==> src/rtl/counter_arbiter_if.sv <==
// Request/response and counter-control bundle for counter_arbiter.
// slave = arbiter view, master = client/counter view.
interface counter_arbiter_if #(
    parameter int NREQ = 4,
    parameter int W    = 8
);
    logic [NREQ-1:0]   req;
    logic [NREQ-1:0]   op;
    logic [NREQ*W-1:0] wdata;
    logic [NREQ-1:0]   gnt;
    logic [NREQ-1:0]   ack;
    logic [W-1:0]      rdata;
    logic              busy;
    logic              ctr_ld;
    logic              ctr_inc;
    logic [W-1:0]      ctr_data;
    logic [W-1:0]      ctr_q;

    modport master (
        output req, op, wdata, ctr_q,
        input  gnt, ack, rdata, busy, ctr_ld, ctr_inc, ctr_data
    );

    modport slave (
        input  req, op, wdata, ctr_q,
        output gnt, ack, rdata, busy, ctr_ld, ctr_inc, ctr_data
    );
endinterface

==> src/rtl/counter_arbiter.sv <==
// Round-robin sequencer sharing one loadable/incrementing counter among NREQ clients.
// Optional CTR_ARB_PRIO0_EN: requester 0 always wins and does not move the pointer.
module counter_arbiter #(
    parameter int NREQ = 4,
    parameter int W    = 8
) (
    input  logic               clk,
    input  logic               rst,
    counter_arbiter_if.slave   bus
);
    localparam int IW = (NREQ > 1) ? $clog2(NREQ) : 1;

    typedef enum logic [1:0] {S_IDLE, S_ISSUE, S_CAPT, S_ACK} state_t;

    state_t          r_state;
    state_t          w_next;
    logic [IW-1:0]   r_ptr;
    logic [IW-1:0]   r_idx;
    logic [NREQ-1:0] r_gnt;
    logic [NREQ-1:0] r_ack;
    logic [W-1:0]    r_rdata;
    logic            r_busy;
    logic            r_ctr_ld;
    logic            r_ctr_inc;
    logic [W-1:0]    r_ctr_data;

    logic            w_found;
    logic            w_prio0;
    logic [IW-1:0]   w_sel;
    logic [IW-1:0]   w_ptr_nxt;
    logic            w_lat;
    logic [NREQ-1:0] w_gnt_d;
    logic [NREQ-1:0] w_ack_d;
    logic            w_ld_d;
    logic            w_inc_d;
    logic [W-1:0]    w_data_d;

    function automatic logic [IW-1:0] wrap_idx(input logic [IW-1:0] base, input int off);
        int s;
        s = int'(base) + off;
        if (s >= NREQ) s = s - NREQ;
        return IW'(s);
    endfunction

    // First requester at or after the pointer, searching upward modulo NREQ.
    always_comb begin
        w_found = 1'b0;
        w_sel   = '0;
        for (int k = 0; k < NREQ; k++) begin
            if (!w_found && bus.req[wrap_idx(r_ptr, k)]) begin
                w_found = 1'b1;
                w_sel   = wrap_idx(r_ptr, k);
            end
        end
`ifdef CTR_ARB_PRIO0_EN
        w_prio0 = bus.req[0];
`else
        w_prio0 = 1'b0;
`endif
        if (w_prio0) begin
            w_found   = 1'b1;
            w_sel     = '0;
            w_ptr_nxt = r_ptr;
        end else begin
            w_ptr_nxt = wrap_idx(w_sel, 1);
        end
    end

    always_ff @(posedge clk) begin
        if (rst) r_state <= S_IDLE;
        else     r_state <= w_next;
    end

    // Next state plus the next value of every registered output.
    always_comb begin
        w_next   = r_state;
        w_lat    = 1'b0;
        w_gnt_d  = '0;
        w_ack_d  = '0;
        w_ld_d   = 1'b0;
        w_inc_d  = 1'b0;
        w_data_d = '0;
        case (r_state)
            S_IDLE: begin
                if (w_found) begin
                    w_next         = S_ISSUE;
                    w_lat          = 1'b1;
                    w_gnt_d[w_sel] = 1'b1;
                    w_ld_d         = bus.op[w_sel];
                    w_inc_d        = !bus.op[w_sel];
                    if (bus.op[w_sel]) w_data_d = bus.wdata[w_sel*W +: W];
                end
            end
            S_ISSUE: w_next = S_CAPT;
            S_CAPT: begin
                w_next         = S_ACK;
                w_ack_d[r_idx] = 1'b1;
            end
            S_ACK:   w_next = S_IDLE;
            default: w_next = S_IDLE;
        endcase
    end

    always_ff @(posedge clk) begin
        if (rst) begin
            r_ptr      <= '0;
            r_idx      <= '0;
            r_gnt      <= '0;
            r_ack      <= '0;
            r_rdata    <= '0;
            r_busy     <= 1'b0;
            r_ctr_ld   <= 1'b0;
            r_ctr_inc  <= 1'b0;
            r_ctr_data <= '0;
        end else begin
            r_gnt      <= w_gnt_d;
            r_ack      <= w_ack_d;
            r_busy     <= (w_next != S_IDLE);
            r_ctr_ld   <= w_ld_d;
            r_ctr_inc  <= w_inc_d;
            r_ctr_data <= w_data_d;
            if (r_state == S_CAPT) r_rdata <= bus.ctr_q;
            if (w_lat) begin
                r_idx <= w_sel;
                r_ptr <= w_ptr_nxt;
            end
        end
    end

    assign bus.gnt      = r_gnt;
    assign bus.ack      = r_ack;
    assign bus.rdata    = r_rdata;
    assign bus.busy     = r_busy;
    assign bus.ctr_ld   = r_ctr_ld;
    assign bus.ctr_inc  = r_ctr_inc;
    assign bus.ctr_data = r_ctr_data;
endmodule

==> src/flat_wrapper.sv <==
// flat-port wrapper written by rule: the top's interface ports become plain ports
module counter_arbiter_flat 
#(
    parameter int NREQ = 4,
    parameter int W    = 8
)
  (clk, rst, bus_req, bus_op, bus_wdata, bus_ctr_q, bus_gnt, bus_ack, bus_rdata, bus_busy, bus_ctr_ld, bus_ctr_inc, bus_ctr_data);
  counter_arbiter_if #(.NREQ(NREQ), .W(W)) bus_i ();
  input  logic clk;
  input  logic rst;
  input wire logic [$bits(bus_i.req)-1:0] bus_req;
  input wire logic [$bits(bus_i.op)-1:0] bus_op;
  input wire logic [$bits(bus_i.wdata)-1:0] bus_wdata;
  input wire logic [$bits(bus_i.ctr_q)-1:0] bus_ctr_q;
  output wire logic [$bits(bus_i.gnt)-1:0] bus_gnt;
  output wire logic [$bits(bus_i.ack)-1:0] bus_ack;
  output wire logic [$bits(bus_i.rdata)-1:0] bus_rdata;
  output wire logic [$bits(bus_i.busy)-1:0] bus_busy;
  output wire logic [$bits(bus_i.ctr_ld)-1:0] bus_ctr_ld;
  output wire logic [$bits(bus_i.ctr_inc)-1:0] bus_ctr_inc;
  output wire logic [$bits(bus_i.ctr_data)-1:0] bus_ctr_data;
  assign bus_i.req = bus_req;
  assign bus_i.op = bus_op;
  assign bus_i.wdata = bus_wdata;
  assign bus_i.ctr_q = bus_ctr_q;
  assign bus_gnt = bus_i.gnt;
  assign bus_ack = bus_i.ack;
  assign bus_rdata = bus_i.rdata;
  assign bus_busy = bus_i.busy;
  assign bus_ctr_ld = bus_i.ctr_ld;
  assign bus_ctr_inc = bus_i.ctr_inc;
  assign bus_ctr_data = bus_i.ctr_data;
  counter_arbiter #(.NREQ(NREQ), .W(W)) u_core (.clk(clk), .rst(rst), .bus(bus_i));
endmodule
==> config.mk <==
export PLATFORM = sky130hd
export DESIGN_NAME = counter_arbiter_flat
export DESIGN_NICKNAME = d
export VERILOG_FILES = /design/src/rtl/counter_arbiter_if.sv /design/src/rtl/counter_arbiter.sv /design/src/flat_wrapper.sv
export SDC_FILE = /design/constraint.sdc
export NUM_CORES = 1
export LEC_CHECK = 0
export CAP_MARGIN = 20
export CELL_PAD_IN_SITES_DETAIL_PLACEMENT = 2
export CELL_PAD_IN_SITES_GLOBAL_PLACEMENT = 2
export CORE_MARGIN = 5
export CORE_UTILIZATION = 21
export CTS_BUF_LIST = sky130_fd_sc_hd__clkbuf_8 sky130_fd_sc_hd__clkbuf_16
export CTS_CLUSTER_SIZE = 12
export DETAILED_ROUTE_END_ITERATION = 10
export PLACE_DENSITY_LB_ADDON = 0.08
export SLEW_MARGIN = 20
export SYNTH_ARGS = -nofsm -noshare
export SYNTH_HDL_FRONTEND = slang
export SYNTH_SLANG_ARGS = --single-unit
==> constraint.sdc <==
create_clock -name clk -period 1.8 [get_ports clk]
set_input_delay 0.27 -clock clk [delete_from_list [all_inputs] [get_ports clk]]
set_output_delay 0.27 -clock clk [all_outputs]
set_load 0.05 [all_outputs]
==> impl_metrics.yaml, run 1 <==
critical_path:
  crit_end: "bus_rdata[3]"
  cp.required_ns: 1.53
  arrival_ns: 1.46
  path_cells: "clkdlybuf4s50_1"
  slowest_delay_ns: 0.82
  r2r_end: "u_core.bus.ctr_data[1]"
  critical_path.startpoint: "u_core.bus.rdata[3]"
  path_buf_inv: 1
  rrSetupSlack_ns: 0.07
  cp-end-kind: "output port"
  regToRegStartpoint: "u_core.r_ptr[0]"
  cp-start-kind: "register"
  cp_max_fo: 2
  cp_num_cells: 1
  reg2regPathDepth: 6
  critPathSlowestCell: "clkdlybuf4s50_1"
  path_delay_family: "buffers and inverters"
  path_class: "register to output port"
sta:
  rsz0062_at_grt: "false"
  max-slew-margin-rel: 0.638
  max_freq_mhz: 578
  skew_ns: 0.00491
  setup_ws_ns: 0.0707
  setup_viol: 0
  worst_pin_slew_ns: 0.541
  drv_slew: 0
  min_period_ns: 1.73
  tns_ns: 0
  finalCritPeriodShare: 0.961
  final-hold-violation-count: 0
route:
  vias: 1593
  wl_per_cell_um: 14.8
  detail_route.drc_violations: 0
  wirelength_um: 5570
  antenna_left: 0
  vias_per_cell: 4.23
  drt-pass1-iter-count: 4
  drt_iter0_markers: 49
global_route:
  antenna_found_initial: 0
  busiest_layer: "met2"
  grt_pass1_wl_um: 8890
  grt_use_met1: 0.127
  grt.total_usage: 0.114
  met2_usage: 0.209
  first_global_vias: 1795
  grt_max_degree: 17
  gr-total-overflow: 0
  use_met3: 0.0354
floorplan:
  core_area_mm2: 0.00769
  initial_core_util: 0.215
  rows: 32
  die-area_mm2: 0.00976
  die_x_um: 98.8
  io_pins: 77
  die_y_um: 98.8
synth:
  netlist_instances: 180
  netlist_area_mm2: 0.00166
  ys_ff_latch: 33
  yosysSeqAreaShare: 0.399
  synth_warnings: 0
  synth_cell_types: 33
  avgSynthCellArea_um2: 9.20
  syn_nets: 236
pwr:
  switching_share: 0.361
  p_int_w: 0.00224
  power_frac_comb: 0.491
  seqPwrFrac: 0.269
  power_switching_w: 0.00127
  leakage_nw: 1.22
  clockPowerShare: 0.240
  finalPower_w: 0.00351
  peakVddDrop_mv: 0.463
  power.density_mw_per_mm2: 1230
clock_tree:
  clkSinkCount: 33
  h-tree-depth: 2
  clockBufferDepth: 2
  cts_tree: "yes"
  path_clk_slew_ns: 0.08
  cts_inserted_buffers: 5
  cts_hold_buffers: 0
  cts-root-buf: "clkbuf_8"
  insertion_delay_ns: 0.28
cells_and_area:
  antenna_cells: 0
  nNetsFinal: 330
  fin_area_mm2: 0.00284
  multi_input_area_um2: 957
  fillerInstances: 873
  seq_area_um2: 662
  layout_commonest_cell: "clkdlybuf4s50_1"
  drive_gt1_frac: 0.215
  area_growth_pct: 71.8
  post_layout_nonfiller_instances: 377
  final_cell_mix: "clkdlybuf4s50_1 (67), nand2_1 (38), dfxtp_1 (32)"
placed_design:
  gp_congestion: 0.772
  dpl.hpwl_um: 4270
  io_buffers: 76
  dpl_worst_slack_ns: -0.440
  placed_area_mm2: 0.00261
  numPlacedInstances: 366
run_status:
  outcome: "complete, no violations"
min_path:
  hold_path.class: "register to register"
run:
  max-cap-violations: 0
[cell usage after synthesis, drive strengths merged]
master  instances  area [um^2]
a21oi           5         25.0
o21ai           1         5.00
clkbuf          5         18.8
or3             1         6.26
dfxtp          33          661
and2            4         25.0
or2b            3         22.5
mux2           18          240
nand2b          2         12.5
or3b            1         8.76
a211o           1         8.76
a21boi          1         7.51
buf             5         53.8
inv             6         22.5
nor2           17         63.8
mux2i          10          100
a41oi           1         8.76
nand2          40          155
and3b           1         8.76
ha              6         75.1
a21o            1         7.51
o22ai          10         62.6
o41ai           1         8.76
and3            1         6.26
a22oi           1         7.51
nor3b           2         15.0
nor2b           3         18.8
[metal layers]
| metal | part of all wire | wire length, um |
|---|---|---|
| met1 | 0.42 | 2350 |
| met2 | 0.51 | 2870 |
| met4 | 0.0092 | 51 |
| met3 | 0.055 | 305 |
| met5 | 0 | 0 |
[layout make-up]
class	instances	area share
multi-input combinational	131	0.337
sequential	33	0.233
inverter	6	0.00792
tap	102	0.0449
clock inverter	3	0.0229
clock buffer	5	0.0242
timing repair buffer	97	0.331
[registers in the layout, summed over array words and instances, names as in the netlist]
register / count
u_core.bus.ctr_data: 8
u_core.bus.rdata: 8
u_core.bus.ack: 4
u_core.bus.gnt: 4
u_core.r_idx: 2
u_core.r_ptr: 2
u_core.r_state: 2
u_core.bus.busy: 1
u_core.bus.ctr_inc: 1
u_core.bus.ctr_ld: 1
[stage by stage]
stage,hold slack [ns],utilization
finish,0.477,0.370
CTS,0.487,0.366
global route,0.508,0.370
global placement,0.473,0.339
detailed placement,0.472,0.339
floorplan,0.418,-
[what timing repair did]
| action | CTS | global route |
|---|---|---|
| setup endpoints to repair | 10 | 13 |
| gates resized for setup | 12 | 11 |
| pin swaps | 3 | 2 |
| buffers inserted | 4 | 0 |
| cloned | 1 | 0 |
[how the worst min path moves through the flow]
stage	start	endpoint	slack, ns	cells after the start
floorplan	bus_ctr_q[0]	u_core.bus.rdata[0]	0.42	2
global placement	u_core.r_idx[1]	u_core.bus.ack[1]	0.47	1
detailed placement	u_core.r_idx[1]	u_core.bus.ack[1]	0.47	1
CTS	u_core.r_idx[1]	u_core.bus.ack[1]	0.49	1
global route	u_core.r_idx[0]	u_core.bus.ack[1]	0.51	2
finish	u_core.r_idx[1]	u_core.bus.ack[1]	0.48	1
[cell families after synthesis]
kind of cell | after synthesis | synth area share
AO/OA/AOI/OAI | 22 | 0.0854
flip-flops | 33 | 0.399
adder cells (fa/ha/maj) | 6 | 0.0454
buffers and inverters | 16 | 0.0574
multiplexers | 28 | 0.206
AND/OR/NAND/NOR | 75 | 0.207
[power groups by stage]
| stage | sequential (W) | clock, W | combinational, W |
|---|---|---|---|
| 6_report | 0.000943 | 0.000844 | 0.00172 |
| 5_1_grt | 0.000964 | 0.000895 | 0.00185 |
| 4_1_cts | 0.000948 | 0.000868 | 0.00172 |
| 3_5_place_dp | 0.000960 | 0 | 0.00159 |
| 3_3_place_gp | 0.000957 | 0 | 0.00156 |
| 2_1_floorplan | 0.00128 | 0 | 0.000700 |
(Power assumes the default switching activity.)
==> run 2, diff against run 1 <==
--- a/config.mk
+++ b/config.mk
@@ -5,7 +5,7 @@
 export SDC_FILE = /design/constraint.sdc
 export NUM_CORES = 1
 export LEC_CHECK = 0
-export CAP_MARGIN = 20
+export CAP_MARGIN = 0
 export CELL_PAD_IN_SITES_DETAIL_PLACEMENT = 2
 export CELL_PAD_IN_SITES_GLOBAL_PLACEMENT = 2
 export CORE_MARGIN = 5
==> results of run 2 <==
The final DEF is identical to that of run 1; final timing and power are the same.
==> run 3, diff against run 2 <==
--- a/config.mk
+++ b/config.mk
@@ -14,6 +14,7 @@
 export CTS_CLUSTER_SIZE = 12
 export DETAILED_ROUTE_END_ITERATION = 10
 export PLACE_DENSITY_LB_ADDON = 0.08
+export SKIP_LAST_GASP = 1
 export SLEW_MARGIN = 20
 export SYNTH_ARGS = -nofsm -noshare
 export SYNTH_HDL_FRONTEND = slang
==> run 3 against run 2 <==
Cell area fell by 0.57%. Setup slack worse by 0.0026 ns. Clock power shrank 0.5%. Hold slack hardly changed. Sequential share of layout area is 0.13 points higher.
==> impl_metrics.yaml, run 3 (same netlist as run 1, synthesis figures left out) <==
run_status:
  outcome: "complete, no violations"
floorplan:
  die_x_um: 98.8
  rows: 32
  die_y_um: 98.8
  io_pins: 77
  initial_core_util: 0.215
  core_area_mm2: 0.00769
  die-area_mm2: 0.00976
pwr:
  leakage_nw: 1.21
  peakVddDrop_mv: 0.462
  power.density_mw_per_mm2: 1230
cells_and_area:
  multi_input_area_um2: 941
  antenna_cells: 0
  fillerInstances: 873
  layout_commonest_cell: "clkdlybuf4s50_1"
  seq_area_um2: 662
  final_cell_mix: "clkdlybuf4s50_1 (67), nand2_1 (38), dfxtp_1 (32)"
  fin_area_mm2: 0.00283
  nNetsFinal: 330
  area_growth_pct: 70.8
  drive_gt1_frac: 0.204
critical_path:
  cp_num_cells: 6
  r2r_end: "u_core.bus.ctr_data[3]"
  arrival_ns: 1.94
  cp_max_fo: 8
  path_cells: "or2b_1, a21o_1, or3b_4, buf_8, mux2_1, o22ai_1"
  rrSetupSlack_ns: 0.07
  regToRegStartpoint: "u_core.r_ptr[0]"
  path_class: "register to register"
  cp-start-kind: "register"
  slowest_delay_ns: 0.33
  path_buf_inv: 1
  reg2regPathDepth: 6
  cp.required_ns: 2.01
  path_delay_family: "simple AND/OR/NAND/NOR gates"
  cp-end-kind: "register"
  critPathSlowestCell: "dfxtp_2"
sta:
  rsz0062_at_grt: "true"
  setup_ws_ns: 0.0681
  min_period_ns: 1.73
  final-hold-violation-count: 0
  max-slew-margin-rel: 0.638
  finalCritPeriodShare: 0.962
  whs_ns: 0.476
  max_freq_mhz: 577
  worst_pin_slew_ns: 0.541
  drv_slew: 0
  setup_viol: 0
  skew_ns: 0.00491
global_route:
  grt_max_degree: 17
  antenna_found_initial: 0
  gr-total-overflow: 0
  grt.total_usage: 0.114
  first_global_vias: 1795
  grt_pass1_wl_um: 8890
route:
  antenna_left: 0
  detail_route.drc_violations: 0
  wl_per_cell_um: 14.8
  drt_iter0_markers: 38
  drt-pass1-iter-count: 4
  vias_per_cell: 4.23
  vias: 1596
  wirelength_um: 5560
placed_design:
  io_buffers: 76
  placed_area_mm2: 0.00261
  gp_congestion: 0.772
  dpl_worst_slack_ns: -0.440
  dpl.hpwl_um: 4270
clock_tree:
  cts_inserted_buffers: 5
  clkSinkCount: 33
  clockBufferDepth: 2
  insertion_delay_ns: 0.28
  h-tree-depth: 2
  cts_tree: "yes"
  cts_hold_buffers: 0
  path_clk_slew_ns: 0.07
  cts-root-buf: "clkbuf_8"
min_path:
  hp-start: "u_core.r_idx[1]"
  hold_path.class: "register to register"
  hold_depth: 1
  hold_end: "u_core.bus.ack[1]"
run:
  max-cap-violations: 0
-- run 3: cell count changes in the layout (fill, tap and decap cells not counted) --
cell / change
mux2_1: +1
mux2_4: -1
o22ai_1: +2
o22ai_2: -2
-- run 3: routing by layer --
| metal | wire length, um | up-vias | global-route usage |
|---|---|---|---|
| li1 | - | 787 | - |
| met5 | 0 | - | 0 |
| met2 | 2870 | 40 | 0.209 |
| met1 | 2330 | 764 | 0.127 |
| met3 | 305 | 5 | 0.0354 |
| met4 | 49 | 0 | 0.0284 |
-- run 3: worst max path at each step --
stage                    startpoint                     end
detailed placement       bus_req[2]  u_core.bus.ctr_data[4]
finish              u_core.r_ptr[0]  u_core.bus.ctr_data[3]
floorplan           u_core.r_ptr[0]         u_core.r_ptr[1]
global placement         bus_req[2]  u_core.bus.ctr_data[4]
global route        u_core.r_ptr[0]  u_core.bus.ctr_data[3]
CTS                 u_core.r_ptr[0]  u_core.bus.ctr_data[3]
-- run 3: power by group --
part,internal [W],switching [W]
combinational,0.000811,0.000895
sequential,0.000872,0.0000710
clock,0.000550,0.000290
-- run 3: cell type report --
class                           count  share of cell area
Sequential cell                    33               0.234
Tap cell                          102              0.0451
Clock buffer                        5              0.0243
Multi-Input combinational cell    131               0.333
Inverter                            6             0.00796
Timing Repair Buffer               97               0.333
Clock inverter                      3              0.0230
-- run 3: metrics by stage --
stage                     total power (W)  TNS [ns]   util  std cells
after CTS                         0.00353         0  0.366        378
after global placement            0.00252     -5.15  0.339        366
final                             0.00349         0  0.368        377
after detailed placement          0.00254     -5.67  0.339        366
after floorplan                   0.00198         0      -        180
after global routing              0.00369   -0.0427  0.368        377
-- run 3: what timing repair did --
item,in CTS,in global routing
resized for setup,12,7
buffers inserted,4,0
pin swaps,3,2
endpoints found under the setup margin,10,13
cloned,1,0
==> patch, RTL diff (config.mk and constraints of run 3) <==
The option `CTR_ARB_PRIO0_EN` is turned on by a define.
--- a/src/rtl/counter_arbiter.sv
+++ b/src/rtl/counter_arbiter.sv
@@ -1,5 +1,7 @@
 // Round-robin sequencer sharing one loadable/incrementing counter among NREQ clients.
 // Optional CTR_ARB_PRIO0_EN: requester 0 always wins and does not move the pointer.
+`define CTR_ARB_PRIO0_EN
+
 module counter_arbiter #(
     parameter int NREQ = 4,
     parameter int W    = 8
Formal check against the unedited RTL: not equivalent (Yosys sat finds a counterexample within 10 cycles, from zero or initial values and one cycle with rst high).
==> patch against run 3 <==
Register-to-register slack better by 50 ps; routed wire length down 8.6%; maximum frequency up 1.5%; sequential cell count unchanged; final area down 13%; combinational power down 42%; global-route usage up 1.2 points; sequential power down 4.2%; non-clock buffer count down 4; area after synthesis down 14%; setup slack better by 26 ps; utilization down 0.19 points; total power down 30%; synthesized cell count down 18%; critical path type is now reg2out; critical endpoint is now bus_rdata[2].
==> patch: results (changes against run 3) <==
CP Launch Point u_core.bus.rdata[2]$_SDFFE_PP0P_ (was u_core.r_ptr[0]$_SDFFE_PP0P_); DP HPWL 4.22 mm (was 4.27 mm); Leakage Power 0.945 nW (was 1.21 nW); worst skew pair latency 280 ps (about the same); clock root cell clkbuf_8 (unchanged); number of diodes 0 (unchanged); worst reg2reg path startpoint u_core.r_ptr[1]$_SDFFE_PP0P_ (was u_core.r_ptr[0]$_SDFFE_PP0P_); register area share after synthesis 46.2% (was 39.9%); delay-heaviest family, CP buffers and inverters (was simple AND/OR/NAND/NOR gates); Slew HR 63.6% (was 63.8%); final net count 294 (was 330); Worst Skew 6.19 ps (was 4.91 ps); FMAX 0.586 GHz (was 0.577 GHz); Placer Congestion 0.737 (was 0.772); post-synthesis compound-gate area fraction 20.5% (was 8.54%); placed inst area 0.00237 sq mm (was 0.00261 sq mm); most frequent cells after synthesis 33 x dfxtp_1, 19 x nor2_1, 16 x a22oi_1, 9 x mux2i_1, 8 x a21oi_2 (was 38 x nand2_1, 33 x dfxtp_1, 17 x nor2_1); number of global-route vias before repair 1,768 (was 1,795); CP arrival 1440 ps (was 1940 ps); Largest stage delay, worst path 810 ps (was 330 ps); TritonRoute pass-1 iters 3 (was 4); vias 1,468 (was 1,596); GRT Total Usage 12.5% (was 11.4%); Crit-path slowest cell clkdlybuf4s50_1 (was dfxtp_2); Adder-Cell Fraction of Synth Area 1.75% (was 4.54%); Fillers 739 (was 873); CP max FO 2 (was 8); total setup buffers inserted after CTS 0 (was 4); VDD IR-drop max 0.330 mV (was 0.462 mV); Synth cell types 36 (was 33); share of cells above drive strength 1 19.3% (was 20.4%); Port-buffer cells 76 (unchanged); status complete, no violations (unchanged); Post-Syn Nets 200 (was 236); proportion of synthesized area in mux cells 6.29% (was 20.6%); Synth Area in XOR/XNOR 0% (unchanged); top cells by area, synth dfxtp_1 46%, a22oi_1 8.4%, mux2i_1 6.3% (was dfxtp_1 40%, mux2_4 9.1%, nand2_1 8.6%); DRT iter0 DRCs 36 (was 38); pre-CTS setup slack -298 ps (was -440 ps); routed wire length 5.09 mm (was 5.56 mm)
[patch: changes by cell type in the layout (fill, tap and decap cells not counted), sizes merged, moves of 3 or more]
cell,change
nand2b,+3
dlygate4sd2,-4
a22oi,+15
nor3,+5
o22ai,-10
clkdlybuf4s50,+4
or2,+3
nand2,-34
mux2,-18
buf,-4
a21oi,+8
ha,-4
or2b,-3
[patch: per-stage QoR]
stage / util [%] / total power [W] / cells / setup TNS, ps
after floorplan: - / 0.00151 / 148 / 0
after global placement: 35.2 / 0.00189 / 315 / -2030
after detailed placement: 35.2 / 0.00194 / 315 / -2770
after CTS: 36.5 / 0.00250 / 323 / 0
after global routing: 36.6 / 0.00260 / 323 / 0
final: 36.6 / 0.00245 / 323 / 0
[patch: kinds of logic (layout without fill, tap and decap cells)]
logic type               after synthesis  count (layout)
AO/OA/AOI/OAI                         39              39
adder cells (fa/ha/maj)                2               2
flip-flops                            33              33
buffers and inverters                 13             108
AND/OR/NAND/NOR                       52              52
multiplexers                           9               9
[patch: routing by layer]
| metal | vias up | GRT usage [%] | routed length [microns] |
|---|---|---|---|
| met2 | 55 | 23.0 | 2660 |
| met1 | 689 | 13.2 | 1920 |
| li1 | 718 | - | - |
| met3 | 6 | 5.20 | 454 |
| met4 | 0 | 2.97 | 51 |
| met5 | - | 0 | 0 |
[patch: area by class of cell]
class / instances / share of cell area, %
Clock buffer: 5 / 2.80
Clock inverter: 3 / 0.712
Inverter: 7 / 1.07
Multi-Input combinational cell: 102 / 28.9
Sequential cell: 33 / 26.9
Tap cell: 80 / 4.07
Timing Repair Buffer: 93 / 35.6
[patch: where the power goes]
part           switching [W]  internal (W)
combinational       0.000576      0.000425
sequential         0.0000652      0.000837
clock               0.000282      0.000267
[patch: worst paths after layout]
check / end / slack (ps) / cells past startpoint
worst min register to register: u_core.bus.ack[1]$_SDFF_PP0_ / 480 / 1
worst max register to register: u_core.bus.ctr_data[4]$_SDFF_PP0_ / 120 / 5
worst min-delay path: u_core.bus.ack[1]$_SDFF_PP0_ / 480 / 1
worst max-delay path: bus_rdata[2] / 90 / 1
[patch: repair_timing]
action	4_1_cts	5_1_grt
endpoints found under the setup margin	0	8
gates resized for setup	0	2
endpoints found under the hold margin	0	0
